$ cat config.mk
export PLATFORM = sky130hd
export DESIGN_NAME = axis_unpack
export DESIGN_NICKNAME = d
export VERILOG_FILES = /design/src/rtl/axis_unpack.sv
export SDC_FILE = /design/constraint.sdc
export NUM_CORES = 1
export LEC_CHECK = 0
export ABC_AREA = 1
export BUFFER_PORTS_ARGS = -buffer_cell sky130_fd_sc_hd__buf_4
export CAP_MARGIN = 20
export CORE_MARGIN = 5
export CORE_UTILIZATION = 45
export CTS_BUF_LIST = sky130_fd_sc_hd__clkbuf_4 sky130_fd_sc_hd__clkbuf_8
export DETAILED_ROUTE_END_ITERATION = 8
export GPL_TIMING_DRIVEN = 0
export HOLD_SLACK_MARGIN = 0.08
export PLACE_DENSITY = 0.79
export SLEW_MARGIN = 20
export SYNTH_ARGS = -nofsm -noshare
export SYNTH_HDL_FRONTEND = slang
export SYNTH_SLANG_ARGS = --single-unit
$ cat constraint.sdc
create_clock -name clock -period 2.8 [get_ports clock]
set_input_delay 0.28 -clock clock [delete_from_list [all_inputs] [get_ports clock]]
set_output_delay 0.28 -clock clock [all_outputs]
set_load 0.05 [all_outputs]
$ cat src/rtl/axis_unpack.sv
// axis_unpack: wide-to-narrow AXI-stream width converter.
// Splits one RATIO*DATA_WIDTH word into RATIO beats, LSB slice first.
module axis_unpack #(
  parameter int DATA_WIDTH = 8,
  parameter int RATIO      = 4
) (
  input  logic                        clock,
  input  logic                        reset,
  input  logic [RATIO*DATA_WIDTH-1:0] s_tdata,
  input  logic                        s_tvalid,
  output logic                        s_tready,
  output logic [DATA_WIDTH-1:0]       m_tdata,
  output logic                        m_tvalid,
  output logic                        m_tlast,
  input  logic                        m_tready
);

  localparam int W  = RATIO * DATA_WIDTH;
  localparam int CW = $clog2(RATIO + 1);

  localparam logic [CW-1:0] REM_FULL = CW'(RATIO);
  localparam logic [CW-1:0] REM_ONE  = CW'(1);
  localparam logic [CW-1:0] REM_ZERO = '0;

  logic [W-1:0]  sh;
  logic [CW-1:0] rem;

  logic [W-1:0]  sh_nxt;
  logic [CW-1:0] rem_nxt;
  logic [CW-1:0] rem_dec;
  logic          valid_nxt;
  logic          last_nxt;

  logic accept;
  logic beat;

  // Ready only when nothing is owed, or the final beat leaves this cycle.
  assign s_tready = (rem == REM_ZERO) ||
                    ((rem == REM_ONE) && m_tready);

  assign accept  = s_tvalid && s_tready;
  assign beat    = m_tvalid && m_tready;
  assign rem_dec = rem - REM_ONE;

  assign m_tdata = sh[DATA_WIDTH-1:0];

  // Next-state: a new word wins over the last beat; the shift is
  // skipped on the final beat so m_tdata holds while idle.
  always_comb begin
    sh_nxt    = sh;
    rem_nxt   = rem;
    valid_nxt = m_tvalid;
    last_nxt  = m_tlast;
    if (accept) begin
      sh_nxt    = s_tdata;
      rem_nxt   = REM_FULL;
      valid_nxt = 1'b1;
      last_nxt  = (RATIO == 1);
    end else if (beat) begin
      if (rem > REM_ONE)
        sh_nxt = sh >> DATA_WIDTH;
      rem_nxt   = rem_dec;
      valid_nxt = (rem_dec != REM_ZERO);
      last_nxt  = (rem_dec == REM_ONE);
    end
  end

  // State registers; reset drops any partially emitted word.
  always_ff @(posedge clock or posedge reset) begin
    if (reset) begin
      sh       <= '0;
      rem      <= REM_ZERO;
      m_tvalid <= 1'b0;
      m_tlast  <= 1'b0;
    end else begin
      sh       <= sh_nxt;
      rem      <= rem_nxt;
      m_tvalid <= valid_nxt;
      m_tlast  <= last_nxt;
    end
  end

endmodule

### After elaboration in Yosys (flattened, before gate mapping)

Cells that the tools add are included.

* flip-flop bits (word level): 37
* word-level logic and storage cells: 26
* output and inout port bits: 11

* magnitude comparators: 1
* mux-type cells: 9
* reduce and logical (&&, ||, !) cells: 9
* $add $sub $neg: 1
* equal/unequal tests: 2

Operator list (count)
* two-way mux 32 bit: 3
* equality test 3 x 1 -> 1 bit, second input constant: 2
* two-way mux 3 bit: 2
* two-way mux 1 bit: 4
* nonzero test 2 bit: 2
* greater-than comparator 3 x 1 -> 1 bit, second input constant: 1
* logical AND 1 bit: 3
* zero test 3 bit: 1
* nonzero test 3 bit: 1
* subtractor 3 x 1 -> 3 bit, second input constant: 1
* AND reduction 2 bit: 1
* logical OR 1 bit: 1

### Depth between registers and ports, before layout

* depth after elaboration: 6
* gate-level depth with buffers: 10
* mapped depth without buffers: 9

### Least setup slack after synthesis

Ideal clock, no wire load.

* path kind: register to output
* start: reg rem[1]
* end: out s_tready
* path slack: 0.996 ns
* required time: 2.520 ns
* buffers on the path: 0
* stages on the path, launching flop included: 5
* arrival time: 1.524 ns
* cell sequence: dfrtp_1 > inv_1 > ha_1 > nand2_1 > a21oi_1

* word-level cells in the longest chain between the ends: 3

Ends and longest elaborated chain
* from (decl): line 26 `logic [CW-1:0] rem;`
* from (signal assigned): line 77 `rem <= rem_nxt;`
* equality test 3 x 1 -> 1 bit: line 39 `((rem == REM_ONE) && m_tready);`
* logical AND 1 bit: line 39
* logical OR 1 bit *: line 38 `assign s_tready = (rem == REM_ZERO) ||`
* to (decl): line 11 `output logic s_tready,`

Mark *: on every way between the ends. The rest lies on a longest branch, timed or not.

### Final worst setup path

Ends and elaborated chain as after synthesis.

==> results by stage <==
Final layout:
- The fraction of final layout cells sized beyond drive strength 1 is 26.1%.
- The final standard cell utilization of the core is 59.3%.
- The count of inserted antenna diode cells is 0.
- The area growth from synthesis to layout is 25.6%.
- The count of placed standard cells in the final layout, fillers left out is 378.
- The net total in the final layout is 365.

Clock network:
- The TritonCTS clock tree is yes.
- The clock reaches the later pin of the worst-skew pair after 290 ps.
- The number of CTS-inserted buffers is 5.
- The clock passes through at most 2 buffers.
- CTS built an H-tree with a depth of 2.
- Clock tree synthesis found a total of 37 sinks.
- The cell at the root of the clock tree is sky130_fd_sc_hd__clkbuf_8.
- The clock transition at the registers of the reported paths is 70 ps.

GRT:
- The largest net degree at the start of global routing is 29.
- The first global-routing pass estimated 8480 um of wire.
- The number of global-route vias before repair is 1886.
- After global routing the overflow that remains totals 0.
- The initial antenna violation count came to 0.
- Global routing used 17.1% of the available tracks across all layers.

Route:
- Across all layers, the routed design uses 1981 vias.
- After detailed routing, the number of remaining DRC violations is 0.
- The detailed-router iteration count before antenna repair is 4.
- In the final routed layout, each cell accounts on average for 13.5 um.
- The total wire length after detailed routing is 5100 um.
- Dividing the detail-routed via count by the number of cells gives 5.24.
- The number of routed nets with antenna violations is 0.
- The first routing iteration left 136 violations.

Setup path:
- Among cell families on the critical path, the largest total delay comes from flip-flops.
- Along the worst path, the maximum fanout reaches 4.
- In this run the worst setup path begins at rem[1].
- The critical path runs through a total of 5 cells.
- The kind of capture point of the worst setup path is an output pin.
- The largest stage delay on the critical path is 400 ps.
- The buffering stage count on the worst path with inverters included is 2.
- The data required time of the critical path is 2520 ps.
- For this design, the slowest cell found on the critical path is sky130_fd_sc_hd__dfrtp_1.
- The arrival time of data at the critical path endpoint is 1470 ps.
- The critical path goes through inv_1, ha_1, nand2_1, a21oi_1, buf_4.
- The type of the setup path with the least slack is flop to output pin.
- The worst register-to-register path has a setup slack of 1060 ps.
- For the worst flop-to-flop path, the logic depth is 10.
- The worst register-to-register path begins at rem[1].
- The critical path startpoint category is a flop.

Floorplanning:
- The initial utilization of the core area, before any placement, comes to 47.2%.
- The floorplan has 24 rows.
- The area of the core region is 4410 um^2.
- The floorplan die width is 78.0 um.
- In this run the vertical extent of the chip is 78.0 um.
- The number of ports placed on the die boundary is 47.
- The floorplan step defined a die boundary enclosing 6090 um^2.

Yosys:
- The cell count after synthesis came out at 271.
- Synthesis inferred 37 register bits.
- The number of nets handed over by synthesis was 311.
- Counting distinct cell types in the post-synthesis netlist gives 19.
- The Yosys warning count is 0.
- In this run the mean area of a mapped cell was 7.69 um^2.
- The synthesized area is 2080 um^2.
- For this run, the register share of the synthesized area comes to 44.4%.

Power and ir drop:
- Of the total power, the share spent switching nets is 46.6%.
- The analysis attributes to cell leakage a power of 1.50 nW.
- The worst-case IR drop observed on VDD is 0.691 mV.
- The clock network burns 14.1% of the power.
- The internal power of the cells totals 1.55 mW.
- Of the total power, registers draw 29.7%.
- In this run the power density over the cells is 1110 nW/um^2.
- Summed over all nets, the switching power comes to 1.36 mW.
- The combinational fraction of design power is 56.2%.

STA:
- The headroom to the max-slew limit is 70.2%.
- Across all setup checks in the final design, the least slack found is 1050 ps.
- The hold violation count in the final report came to 0.
- Setup violations remaining at the end of the flow were counted as 0.
- The clock period could shrink to 1750 ps.
- Setup repair after global routing left no endpoint under its margin.
- On the final layout, the worst clock skew is 6.16 ps.
- Adding up every negative setup slack in the final design gives 0 ps.
- At the pin with the least slew margin, the transition time is 446 ps.
- The number of max-slew violations in the final report is 0.
- The worst path uses 62.6% of the clock period.
- The upper clock frequency limit is 0.570 GHz.

Worst hold path:
- The number of stages on the worst hold path is 3.
- The type of the worst min-delay path is primary input to flop.
- The beginning of the worst hold path is s_tdata[26].

Place:
- Port buffering added 45 buffers.
- The final estimated routing congestion in global placement is 0.810.
- The pre-CTS setup slack is 1070 ps.
- The number of placed instances, taps included is 369.
- The HPWL after detailed placement is 3760 um.

Run status:
- The run finished with clean final reports.

Job:
- The tool flagged a number of max-cap violations equal to 0.
[registers in the layout (all words and copies together) (netlist names)]
register / flops
m_tvalid: 1
rem: 3
m_tlast: 1
sh: 32
[logic make-up after synthesis]
group                    after synthesis  share of synthesized area (%)
AO/OA/AOI/OAI                          3                          0.841
XOR/XNOR                               1                          0.420
adder cells (fa/ha/maj)                4                           2.40
buffers and inverters                 36                           10.5
flip-flops                            37                           44.4
AND/OR/NAND/NOR                      190                           41.4
[synth_stat cells (all sizes together)]
master	number	area [um^2]
nand2	128	490
dfrtp	37	926
nand3	37	215
buf	26	181
nand4	25	156
inv	10	37.5
ha	4	50.1
a21oi	1	5.00
o211ai	1	7.51
o21ai	1	5.00
xnor2	1	8.76
[timing repair]
item,CTS,global route
setup buffers,0,0
resized for setup,0,0
endpoints found under the hold margin,9,0
hold buffers,1,0
[layout by cell type (no fill, tap or decap), types with 2 or more instances in the layout]
master / instances
sky130_fd_sc_hd__nand3_4: 2
sky130_fd_sc_hd__buf_1: 2
sky130_fd_sc_hd__nand3_1: 34
sky130_fd_sc_hd__inv_2: 2
sky130_fd_sc_hd__buf_6: 5
sky130_fd_sc_hd__buf_4: 54
sky130_fd_sc_hd__inv_1: 8
sky130_fd_sc_hd__nand4_1: 25
sky130_fd_sc_hd__buf_2: 10
sky130_fd_sc_hd__clkbuf_8: 7
sky130_fd_sc_hd__ha_1: 4
sky130_fd_sc_hd__dfrtp_1: 37
sky130_fd_sc_hd__nand2_1: 126
[layer usage]
metal	share of wire, %	GRT usage (%)
met3	7.4	4.69
met2	47	27.6
met4	2.7	7.60
met5	0	0
met1	43	21.5
[worst paths after layout]
check	endpoint
setup / recovery	s_tready
hold / removal	sh[26]
setup reg to reg	sh[13]
hold reg to reg	m_tlast
max in group asynchronous	sh[18]
min in group asynchronous	sh[29]
[power groups by stage]
stage	clock network [mW]	logic [mW]	registers, mW
after detailed placement	0	1.63	0.873
after global routing	0.441	1.80	0.892
after global placement	0	1.59	0.867
after floorplan	0	1.22	0.884
final	0.409	1.63	0.864
after CTS	0.420	1.64	0.864
[through the flow]
stage / instance area [um^2] / power [mW] / hold slack (ps)
after global placement: 2490 / 2.46 / 460
final: 2620 / 2.91 / 188
after floorplan: 2080 / 2.10 / 397
after global routing: 2620 / 3.13 / 185
after CTS: 2620 / 2.93 / 181
after detailed placement: 2510 / 2.51 / 220
[final cells by class]
class	count	area, um^2
multi-input combinational	198	938
clock buffer	7	96.3
tap	52	65.1
clock inverter	1	5.00
timing repair buffer	47	368
inverter	10	37.5
buffer	26	181
sequential	37	926
fill	416	1800
[worst register-to-register path, stage by stage (launching register included)]
cell	delay, ps
sky130_fd_sc_hd__dfrtp_1	400
sky130_fd_sc_hd__inv_1	150
sky130_fd_sc_hd__ha_1	210
sky130_fd_sc_hd__nand2_1	90
sky130_fd_sc_hd__nand2_2	160
sky130_fd_sc_hd__nand3_4	200
sky130_fd_sc_hd__buf_6	200
sky130_fd_sc_hd__nand2_1	90
sky130_fd_sc_hd__nand2_1	60
sky130_fd_sc_hd__nand2_1	50
sky130_fd_sc_hd__nand2_1	40
Power figures use the tool's default switching activity.
